--- config.mk ---
export PLATFORM = sky130hd
export DESIGN_NAME = memory_bridge_flat
export DESIGN_NICKNAME = d
export VERILOG_FILES = /design/src/rtl/memory_bridge_pkg.sv /design/src/rtl/memory_bridge_if.sv /design/src/rtl/address_decoder.sv /design/src/rtl/memory_bridge.sv /design/src/flat_wrapper.sv
export SDC_FILE = /design/constraint.sdc
export NUM_CORES = 1
export LEC_CHECK = 0
export CAP_MARGIN = 40
export CORE_MARGIN = 4
export CORE_UTILIZATION = 35
export CTS_CLUSTER_DIAMETER = 60
export DETAILED_ROUTE_END_ITERATION = 16
export GPL_TIMING_DRIVEN = 0
export MAX_ROUTING_LAYER = met4
export PLACE_DENSITY = 0.86
export SETUP_SLACK_MARGIN = 0.02
export SYNTH_ARGS = -nofsm -noshare
export SYNTH_HDL_FRONTEND = slang
export SYNTH_SLANG_ARGS = --single-unit
--- constraint.sdc ---
create_clock -name clk -period 2.32 [get_ports clk]
set_input_delay 0.464 -clock clk [delete_from_list [all_inputs] [get_ports clk]]
set_output_delay 0.464 -clock clk [all_outputs]
set_load 0.01 [all_outputs]
--- src/rtl/memory_bridge_pkg.sv ---
// Shared types and constants for the core-to-RAM/UART memory bridge.
package memory_bridge_pkg;

  typedef enum logic [1:0] {
    StIdle,
    StRamAccess,
    StUartWait,
    StRespond
  } bridge_state_e;

  typedef enum logic {
    CmdRead  = 1'b0,
    CmdWrite = 1'b1
  } mem_cmd_e;

  localparam logic [31:0] UartDataOffset   = 32'h0000_0000;
  localparam logic [31:0] UartStatusOffset = 32'h0000_0004;

endpackage

--- src/rtl/memory_bridge_if.sv ---
// Core-side request/response bus of the memory bridge.
interface memory_bridge_if;
  logic        memory_enable;
  logic        memory_command;
  logic [31:0] memory_address;
  logic [31:0] memory_write_data;
  logic [3:0]  memory_write_mask;
  logic        memory_ready;
  logic        memory_valid;
  logic [31:0] memory_read_data;
  logic        memory_fault;

  modport master (
    output memory_enable, memory_command, memory_address, memory_write_data, memory_write_mask,
    input  memory_ready, memory_valid, memory_read_data, memory_fault
  );

  modport slave (
    input  memory_enable, memory_command, memory_address, memory_write_data, memory_write_mask,
    output memory_ready, memory_valid, memory_read_data, memory_fault
  );
endinterface

--- src/rtl/address_decoder.sv ---
// Combinational region decode of a core byte address into RAM, UART data, UART status or hole.
module address_decoder
  import memory_bridge_pkg::*;
#(
  parameter int unsigned RAM_WORDS = 4096,
  parameter logic [31:0] UART_BASE = 32'h1000_0000
) (
  input  logic [31:0] address,
  output logic        is_ram,
  output logic        is_uart_data,
  output logic        is_uart_status,
  output logic        is_unmapped
);

  localparam int unsigned RamAw = $clog2(RAM_WORDS);

  always_comb begin
    is_ram         = (address[31:RamAw+2] == '0);
    is_uart_data   = (address == (UART_BASE + UartDataOffset));
    is_uart_status = (address == (UART_BASE + UartStatusOffset));
    is_unmapped    = !(is_ram || is_uart_data || is_uart_status);
  end

endmodule

--- src/rtl/memory_bridge.sv ---
// Single-outstanding bridge from the core memory bus to a synchronous RAM and a UART transmitter.
module memory_bridge
  import memory_bridge_pkg::*;
#(
  parameter int unsigned RAM_WORDS = 4096,
  parameter logic [31:0] UART_BASE = 32'h1000_0000
) (
  input  logic                         clk,
  input  logic                         reset,
  memory_bridge_if.slave               mem,
  output logic                         ram_enable,
  output logic [3:0]                   ram_write_enable,
  output logic [$clog2(RAM_WORDS)-1:0] ram_address,
  output logic [31:0]                  ram_write_data,
  input  logic [31:0]                  ram_read_data,
  output logic [7:0]                   uart_tx_data,
  output logic                         uart_tx_valid,
  input  logic                         uart_tx_ready
);

  localparam int unsigned RamAw = $clog2(RAM_WORDS);

  bridge_state_e    state_q, state_d;
  mem_cmd_e         cmd_q;
  logic [RamAw-1:0] word_addr_q;
  logic [31:0]      wdata_q;
  logic [3:0]       mask_q;
  logic             is_ram_q;
  logic             fault_q;
  logic [31:0]      resp_data_q;

  logic is_ram, is_uart_data, is_uart_status, is_unmapped;
  logic accept;
  logic req_write;

  address_decoder #(
    .RAM_WORDS(RAM_WORDS),
    .UART_BASE(UART_BASE)
  ) u_address_decoder (
    .address       (mem.memory_address),
    .is_ram        (is_ram),
    .is_uart_data  (is_uart_data),
    .is_uart_status(is_uart_status),
    .is_unmapped   (is_unmapped)
  );

  assign accept    = (state_q == StIdle) && mem.memory_enable;
  assign req_write = (mem_cmd_e'(mem.memory_command) == CmdWrite);

  always_ff @(posedge clk) begin
    if (reset) begin
      state_q     <= StIdle;
      cmd_q       <= CmdRead;
      word_addr_q <= '0;
      wdata_q     <= '0;
      mask_q      <= '0;
      is_ram_q    <= 1'b0;
      fault_q     <= 1'b0;
      resp_data_q <= '0;
    end else begin
      state_q <= state_d;
      if (accept) begin
        cmd_q       <= mem_cmd_e'(mem.memory_command);
        word_addr_q <= mem.memory_address[RamAw+1:2];
        wdata_q     <= mem.memory_write_data;
        mask_q      <= mem.memory_write_mask;
        is_ram_q    <= is_ram;
        // Direction mismatches on the UART registers fault just like holes in the map.
        fault_q     <= is_unmapped || (is_uart_data && !req_write) ||
                       (is_uart_status && req_write);
        resp_data_q <= (is_uart_status && !req_write) ? {31'b0, uart_tx_ready} : 32'b0;
      end
    end
  end

  assign ram_address    = word_addr_q;
  assign ram_write_data = wdata_q;
  assign uart_tx_data   = wdata_q[7:0];

  always_comb begin
    state_d              = state_q;
    mem.memory_ready     = 1'b0;
    mem.memory_valid     = 1'b0;
    mem.memory_fault     = 1'b0;
    mem.memory_read_data = 32'b0;
    ram_enable           = 1'b0;
    ram_write_enable     = 4'b0;
    uart_tx_valid        = 1'b0;

    unique case (state_q)
      StIdle: begin
        mem.memory_ready = 1'b1;
        if (mem.memory_enable) begin
          if (is_ram) begin
            state_d = StRamAccess;
          end else if (is_uart_data && req_write) begin
            state_d = StUartWait;
          end else begin
            state_d = StRespond;
          end
        end
      end
      StRamAccess: begin
        ram_enable       = 1'b1;
        ram_write_enable = (cmd_q == CmdWrite) ? mask_q : 4'b0;
        state_d          = StRespond;
      end
      StUartWait: begin
        uart_tx_valid = 1'b1;
        if (uart_tx_ready) begin
          state_d = StRespond;
        end
      end
      StRespond: begin
        mem.memory_valid = 1'b1;
        mem.memory_fault = fault_q;
        // RAM read data arrives one cycle after ram_enable, i.e. in this state.
        mem.memory_read_data = (is_ram_q && cmd_q == CmdRead) ? ram_read_data : resp_data_q;
        state_d              = StIdle;
      end
      default: state_d = StIdle;
    endcase
  end

endmodule
--- src/flat_wrapper.sv ---
// flat-port wrapper written by rule: the top's interface ports become plain ports
module memory_bridge_flat import memory_bridge_pkg::*;
#(
  parameter int unsigned RAM_WORDS = 4096,
  parameter logic [31:0] UART_BASE = 32'h1000_0000
)
  (clk, reset, ram_enable, ram_write_enable, ram_address, ram_write_data, ram_read_data, uart_tx_data, uart_tx_valid, uart_tx_ready, mem_memory_enable, mem_memory_command, mem_memory_address, mem_memory_write_data, mem_memory_write_mask, mem_memory_ready, mem_memory_valid, mem_memory_read_data, mem_memory_fault);
  memory_bridge_if mem_i ();
  input  logic clk;
  input  logic reset;
  output logic ram_enable;
  output logic [3:0] ram_write_enable;
  output logic [$clog2(RAM_WORDS)-1:0] ram_address;
  output logic [31:0] ram_write_data;
  input  logic [31:0] ram_read_data;
  output logic [7:0] uart_tx_data;
  output logic uart_tx_valid;
  input  logic uart_tx_ready;
  input wire logic [$bits(mem_i.memory_enable)-1:0] mem_memory_enable;
  input wire logic [$bits(mem_i.memory_command)-1:0] mem_memory_command;
  input wire logic [$bits(mem_i.memory_address)-1:0] mem_memory_address;
  input wire logic [$bits(mem_i.memory_write_data)-1:0] mem_memory_write_data;
  input wire logic [$bits(mem_i.memory_write_mask)-1:0] mem_memory_write_mask;
  output wire logic [$bits(mem_i.memory_ready)-1:0] mem_memory_ready;
  output wire logic [$bits(mem_i.memory_valid)-1:0] mem_memory_valid;
  output wire logic [$bits(mem_i.memory_read_data)-1:0] mem_memory_read_data;
  output wire logic [$bits(mem_i.memory_fault)-1:0] mem_memory_fault;
  assign mem_i.memory_enable = mem_memory_enable;
  assign mem_i.memory_command = mem_memory_command;
  assign mem_i.memory_address = mem_memory_address;
  assign mem_i.memory_write_data = mem_memory_write_data;
  assign mem_i.memory_write_mask = mem_memory_write_mask;
  assign mem_memory_ready = mem_i.memory_ready;
  assign mem_memory_valid = mem_i.memory_valid;
  assign mem_memory_read_data = mem_i.memory_read_data;
  assign mem_memory_fault = mem_i.memory_fault;
  memory_bridge #(.RAM_WORDS(RAM_WORDS), .UART_BASE(UART_BASE)) u_core (.clk(clk), .reset(reset), .mem(mem_i), .ram_enable(ram_enable), .ram_write_enable(ram_write_enable), .ram_address(ram_address), .ram_write_data(ram_write_data), .ram_read_data(ram_read_data), .uart_tx_data(uart_tx_data), .uart_tx_valid(uart_tx_valid), .uart_tx_ready(uart_tx_ready));
endmodule
==> results of run 1 <==
==> through the flow <==
| step | instances | util [%] | area [um2] | power (mW) | worst slack, ps |
|---|---|---|---|---|---|
| 5_1_grt | 606 | 68.4 | 4620 | 3.36 | 23.0 |
| 4_1_cts | 605 | 68.1 | 4600 | 3.16 | 31.7 |
| 2_1_floorplan | 322 | - | 2430 | 1.89 | 742 |
| 3_5_place_dp | 598 | 66.4 | 4490 | 2.62 | 70.2 |
| 3_3_place_gp | 598 | 66.4 | 4490 | 2.59 | 122 |
| 6_report | 606 | 68.4 | 4620 | 3.13 | 86.1 |
==> worst min-delay path by stage <==
stage	depth (start not counted)	from	end	slack (ps)
floorplan	2	u_core.is_ram_q$_SDFFE_PP0P_	u_core.is_ram_q$_SDFFE_PP0P_	430
global placement	2	u_core.is_ram_q$_SDFFE_PP0P_	u_core.is_ram_q$_SDFFE_PP0P_	440
detailed placement	2	u_core.mask_q[2]$_SDFFE_PP0P_	u_core.mask_q[2]$_SDFFE_PP0P_	450
CTS	2	u_core.ram_write_data[12]$_SDFFE_PP0P_	u_core.ram_write_data[12]$_SDFFE_PP0P_	460
global route	2	u_core.ram_address[4]$_SDFFE_PP0P_	u_core.ram_address[4]$_SDFFE_PP0P_	480
finish	2	u_core.ram_write_data[19]$_SDFFE_PP0P_	u_core.ram_write_data[19]$_SDFFE_PP0P_	460
==> worst register-to-register path, stage by stage, from the launching register on <==
cell and delay (ps):
dfxtp_4 380, inv_1 80, ha_1 220, and2_1 140, clkbuf_1 240, clkbuf_1 370
o21ai_0 160, a31oi_1 170
==> layout make-up <==
cell class                 count  area, um2
fill                         574       2140
clock inverter                 2       13.8
inverter                       5       18.8
clock buffer                   5       68.8
buffer                        31        159
timing repair buffer         197       1970
multi-input combinational    232       1200
sequential                    54       1090
tap                           80        100
==> report_power, final <==
group	internal (mW)	switching [mW]	total, mW
clock	0.209	0.298	0.507
combinational	0.723	0.687	1.41
sequential	1.11	0.111	1.22
total	2.04	1.10	3.13
==> state kept, by name, indices dropped and copies added (netlist names) <==
name / flops
u_core.cmd_q: 1
u_core.fault_q: 1
u_core.is_ram_q: 1
u_core.mask_q: 4
u_core.ram_address: 12
u_core.ram_write_data: 32
u_core.resp_data_q: 1
u_core.state_q: 2
==> placed cells by master (no fill, tap or decap), types with 2 or more instances in the layout <==
cell type and count:
a21oi_1 52, clkbuf_8 5, clkbuf_2 2, nor4_1 7, mux2i_1 3, dfxtp_4 2, inv_1 5, clkbuf_1 17
buf_2 2, nand3_1 2, nor2_1 4, o21ai_0 2, nand4_1 2, and3_1 35, nand2_1 100, or4_1 2
buf_4 9, dfxtp_1 52, ha_1 3, clkbuf_4 2, clkdlybuf4s50_1 195, nor3_1 3, and2_1 2
==> repair_timing <==
| item | in CTS | in global routing |
|---|---|---|
| setup endpoints to repair | 32 | 30 |
| setup buffers | 0 | 1 |
| resized for setup | 13 | 7 |
| hold endpoints to repair | 0 | 0 |
| hold buffers | 0 | 0 |
==> routing by layer <==
| metal | part of all wire, % | vias to the layer above | GRT usage [%] |
|---|---|---|---|
| li1 | - | 1486 | - |
| met1 | 39 | 1332 | 22.3 |
| met2 | 52 | 139 | 41.0 |
| met3 | 5.9 | 22 | 4.31 |
| met4 | 2.6 | 0 | 6.41 |
| met5 | 0 | - | - |
==> cells by family after synthesis <==
logic type                 count (synthesis)  synth area share, %
DFF                                       54                 44.6
buffers and inverters                     36                 6.81
adders and majority gates                  4                 2.06
and+or+nand+nor                          165                 32.1
AOI/OAI and AO/OA                         60                 13.2
muxes                                      3                 1.24
==> impl_metrics.tcl, run 1 <==
set metrics [dict create \
    setup-violations-final 0 \
    ant_nets 0 \
    routabilityCongestion 0.832 \
    grt_antenna_before_repair 0 \
    fin_nets 635 \
    worstSetupPathType "register to output pin" \
    yosys-top-cells-count "100 x nand2_1, 54 x dfxtp_1, 52 x a21oi_1" \
    dr.first_iter.drc_count 114 \
    endpoint "mem_memory_read_data[22]" \
    drtPass1Iterations 4 \
    reg2reg_to "u_core.fault_q$_SDFFE_PP0P_" \
    required_ps 1860 \
    crit_slowest_cell "clkdlybuf4s50_1" \
    tritoncts "built" \
    holdWs_ps 458 \
    grt_max_degree 17 \
    cts_buffers 5 \
    dieArea_um2 8330 \
    clk_latency_ps 300 \
    row_count 30 \
    die_x_um 91.3 \
    cp.arrival_ps 1770 \
    routed_wl_um 9070 \
    yosysTopAreaCell "dfxtp_1" \
    r2r_cells 7 \
    critPathTopFamily "buffers and inverters" \
    rr_startpoint "u_core.state_q[0]$_SDFFE_PP0P_" \
    critPathMaxFanout 10 \
    async_flop_share_pct 0 \
    fp.coreArea_um2 6760 \
    synth_area_um2 2430 \
    fin_worst_skew_ps 10.8 \
    synth_ff_type "dfxtp_1" \
    synth_most_common_cell "nand2_1" \
    critPathLaunchType "register" \
    slew_headroom_pct 68.0 \
    num_antenna_cells 0 \
    syn-mean-instance-area_um2 7.53 \
    num_io_pins 198 \
    via_per_inst 4.92 \
    clk_path_buf_depth 2 \
    end_kind "output pin" \
    grt_pass1_wl_um 14200 \
    hold_class "register to register" \
    ff2ff_setup_slack_ps 510 \
    synth_edf_count 0 \
    ys_types 30 \
    wl_per_cell_um 15.0 \
    tightest_slew_ps 479 \
    powerDensity_nw_per_um2 678 \
    hold_viol 0 \
    syn_nets 431 \
    track_usage_pct 21.6 \
    synth_warnings 0 \
    post-route-period-util_pct 96.3 \
    drc 0 \
    cp_cell_sequence "nor2b_4 -> clkbuf_4 -> and3_1 -> clkdlybuf4s50_1" \
    ir_drop_v 0.000531 \
    synth_seq_area_share_pct 44.6 \
    rsz0062_at_grt "false" \
    dp_hpwl_um 7550 \
    power.leakage_nw 1.83 \
    path_clk_slew_ps 90 \
    drive_gt1_share_pct 5.32 \
    synth_seq_cells 54 \
    tns_ps 0 \
    num_vias 2979 \
    syn_to_final_growth_pct 90.5 \
    initial_core_util_pct 35.9 \
    min_period_ps 2230 \
    cts_max_level 2 \
    crit_cells 4 \
    worst-path-buf-inv 2 \
    overflow 0 \
    synth_area_leaders "dfxtp_1 45%, nand2_1 15%, a21oi_1 11%" \
    status "finished clean" \
    max_stage_delay_ps 570 \
    max-cap-violations 0 \
    clock.fmax_ghz 0.448 \
    report.final.slew_viol_count 0 \
    chipHeight_um 91.3 \
    cts_root_buf "clkbuf_8" \
    cts_sinks 54 \
    synth_top_cell_area_share_pct 44.6 \
    portBuffers 196 \
    grt_pass1_vias 2983 \
    startpoint "u_core.cmd_q$_SDFFE_PP0P_" \
    synthCells 322 \
]
No activity file was read; power rests on OpenSTA's default activity.
==> run 2: changes to the inputs <==
--- a/config.mk
+++ b/config.mk
@@ -5,7 +5,7 @@
 export SDC_FILE = /design/constraint.sdc
 export NUM_CORES = 1
 export LEC_CHECK = 0
-export CAP_MARGIN = 40
+export CAP_MARGIN = 10
 export CORE_MARGIN = 4
 export CORE_UTILIZATION = 35
 export CTS_CLUSTER_DIAMETER = 60
==> results of run 2 <==
The final DEF is identical to that of run 1; final timing and power are the same.
==> run 3: changes to the inputs <==
--- a/config.mk
+++ b/config.mk
@@ -12,7 +12,7 @@
 export DETAILED_ROUTE_END_ITERATION = 16
 export GPL_TIMING_DRIVEN = 0
 export MAX_ROUTING_LAYER = met4
-export PLACE_DENSITY = 0.86
+export PLACE_DENSITY = 0.92
 export SETUP_SLACK_MARGIN = 0.02
 export SYNTH_ARGS = -nofsm -noshare
 export SYNTH_HDL_FRONTEND = slang
==> constraint.sdc (replaced) <==
create_clock -name clk -period 2.32 [get_ports clk]
set_input_delay 0.232 -clock clk [delete_from_list [all_inputs] [get_ports clk]]
set_output_delay 0.232 -clock clk [all_outputs]
set_load 0.01 [all_outputs]
==> run 3 against run 2 <==
Effect of this change:
- sequential share of layout area down 0.11 points
- first-iteration DRC count decreased by 4.4%
- cell area shrank 0.22%
- non-clock buffer count down 1
- sequential power barely moved
- total power rose by 3.6%
- routed wire length rose by 1.2%
- via count up 0.17%
- critical endpoint is now mem_memory_read_data[19]
==> impl_metrics.tcl, run 3 (synthesized netlist as in run 1, its figures left out) <==
set metrics [dict create \
    status "finished clean" \
    path_clk_slew_ps 90 \
    pwr-share-seq_pct 37.0 \
    swShare_pct 33.6 \
    routabilityCongestion 0.917 \
    fp.coreArea_um2 6760 \
    largest_reg_flops 32 \
    fin_nets 634 \
    critPathLaunchType "register" \
    chipHeight_um 91.3 \
    drive_gt1_share_pct 4.38 \
    grt_antenna_before_repair 0 \
    layout_common_cells "196 x clkdlybuf4s50_1, 100 x nand2_1, 54 x dfxtp_1, 52 x a21oi_1, 35 x and3_1" \
    dr.first_iter.drc_count 109 \
    end_kind "output pin" \
    num_antenna_cells 0 \
    required_ps 2090 \
    initial_core_util_pct 35.9 \
    syn_to_final_growth_pct 90.0 \
    dp_hpwl_um 7700 \
    clk_latency_ps 300 \
    slew_headroom_pct 68.0 \
    drtPass1Iterations 6 \
    tns_ps 0 \
    power_frac_comb_pct 43.4 \
    report.final.slew_viol_count 0 \
    num_vias 2984 \
    grt_max_degree 16 \
    worstSetupPathType "register to output pin" \
    cts_buffers 5 \
    clkPwrFrac_pct 19.6 \
    cts_setup_buffers 0 \
    num_io_pins 198 \
    fill_cells 539 \
    mostFrequentLayoutCell "clkdlybuf4s50_1" \
    routed_wl_um 9170 \
    via_per_inst 4.93 \
    cell_internal_pwr_mw 2.16 \
    dpl.cell_count 598 \
    grt_pass1_wl_um 14600 \
    cts_max_level 2 \
    stdcell_count 605 \
    drc 0 \
    tritoncts "built" \
    power.leakage_nw 1.81 \
    setup-violations-final 0 \
    overflow 0 \
    die_x_um 91.3 \
    rsz0062_at_grt "true" \
    critPathMaxFanout 10 \
    row_count 30 \
    tightest_slew_ps 479 \
    clock.fmax_ghz 0.448 \
    netSwitchingPower_mw 1.09 \
    wl_per_cell_um 15.2 \
    hold_class "primary input to register" \
    ir_drop_v 0.000497 \
    cp.arrival_ps 2000 \
    powerDensity_nw_per_um2 704 \
    ant_nets 0 \
    cts_sinks 54 \
    min_period_ps 2230 \
    max-cap-violations 0 \
    dieArea_um2 8330 \
    grt_pass1_vias 3048 \
    hold_viol 0 \
    fin_worst_skew_ps 7.93 \
    track_usage_pct 22.2 \
    clk_path_buf_depth 2 \
    utilization_pct 68.2 \
    post-route-period-util_pct 96.3 \
    power.total_mw 3.25 \
    cts_root_buf "clkbuf_8" \
    portBuffers 196 \
]
-- run 3: cell types whose count changed in the layout (fill, tap and decap cells not counted), sizes merged --
cell / previous run / this run
dlymetal6s2s: 1 / 0
clkbuf: 26 / 27
inv: 6 / 5
buf: 11 / 10
clkinv: 1 / 0
clkdlybuf4s50: 195 / 196
bufinv: 0 / 1
-- run 3: per-layer routing --
layer	global-route usage [%]	share of wire, %	routed length (um)
met1	22.0	36	3330
met2	42.4	54	4950
met3	5.39	7.1	655
met4	6.66	2.6	238
met5	-	0	0
-- run 3: final timing paths --
| check | start | endpoint | slack (ps) | cells past startpoint |
|---|---|---|---|---|
| worst max-delay path | u_core.cmd_q$_SDFFE_PP0P_ | mem_memory_read_data[19] | 90 | 4 |
| worst min-delay path | reset | u_core.state_q[0]$_SDFFE_PP0P_ | 370 | 2 |
| worst max register to register | u_core.state_q[0]$_SDFFE_PP0P_ | u_core.mask_q[2]$_SDFFE_PP0P_ | 560 | 6 |
| worst min register to register | u_core.is_ram_q$_SDFFE_PP0P_ | u_core.is_ram_q$_SDFFE_PP0P_ | 450 | 2 |
-- run 3: critical path: stages (launching register included) --
cell	delay, ps
dfxtp_1	360
nor2b_2	240
buf_1	310
and3_1	200
clkdlybuf4s50_1	590
-- run 3: stage by stage --
stage,setup WS [ps],hold slack [ps],area [um2]
2_1_floorplan,810,368,2430
3_3_place_gp,317,438,4490
3_5_place_dp,271,442,4490
4_1_cts,57.6,367,4610
5_1_grt,2.91,399,4610
6_report,86.5,373,4610
-- run 3: area by class of cell --
| cell class | instances | area [um2] | area share (%) |
|---|---|---|---|
| Clock inverter | 1 | 30.0 | 0.651 |
| Timing Repair Buffer | 196 | 1960 | 42.6 |
| Multi-Input combinational cell | 232 | 1180 | 25.7 |
| Buffer | 31 | 151 | 3.28 |
| Clock buffer | 6 | 82.6 | 1.79 |
| Inverter | 5 | 18.8 | 0.407 |
| Sequential cell | 54 | 1080 | 23.4 |
| Tap cell | 80 | 100 | 2.17 |
-- run 3: repair_timing --
| item | CTS | global route |
|---|---|---|
| pin swaps | 0 | 0 |
| gates resized for setup | 5 | 3 |
| hold buffers | 0 | 0 |
| cloned | 0 | 0 |
| setup endpoints to repair | 19 | 17 |
-- run 3: power by group through the flow --
stage | Sequential (mW) | Combinational (mW) | Clock, mW
floorplan | 1.27 | 0.621 | 0
global placement | 1.21 | 1.38 | 0
detailed placement | 1.22 | 1.42 | 0
CTS | 1.20 | 1.43 | 0.651
global route | 1.22 | 1.55 | 0.684
finish | 1.20 | 1.41 | 0.638
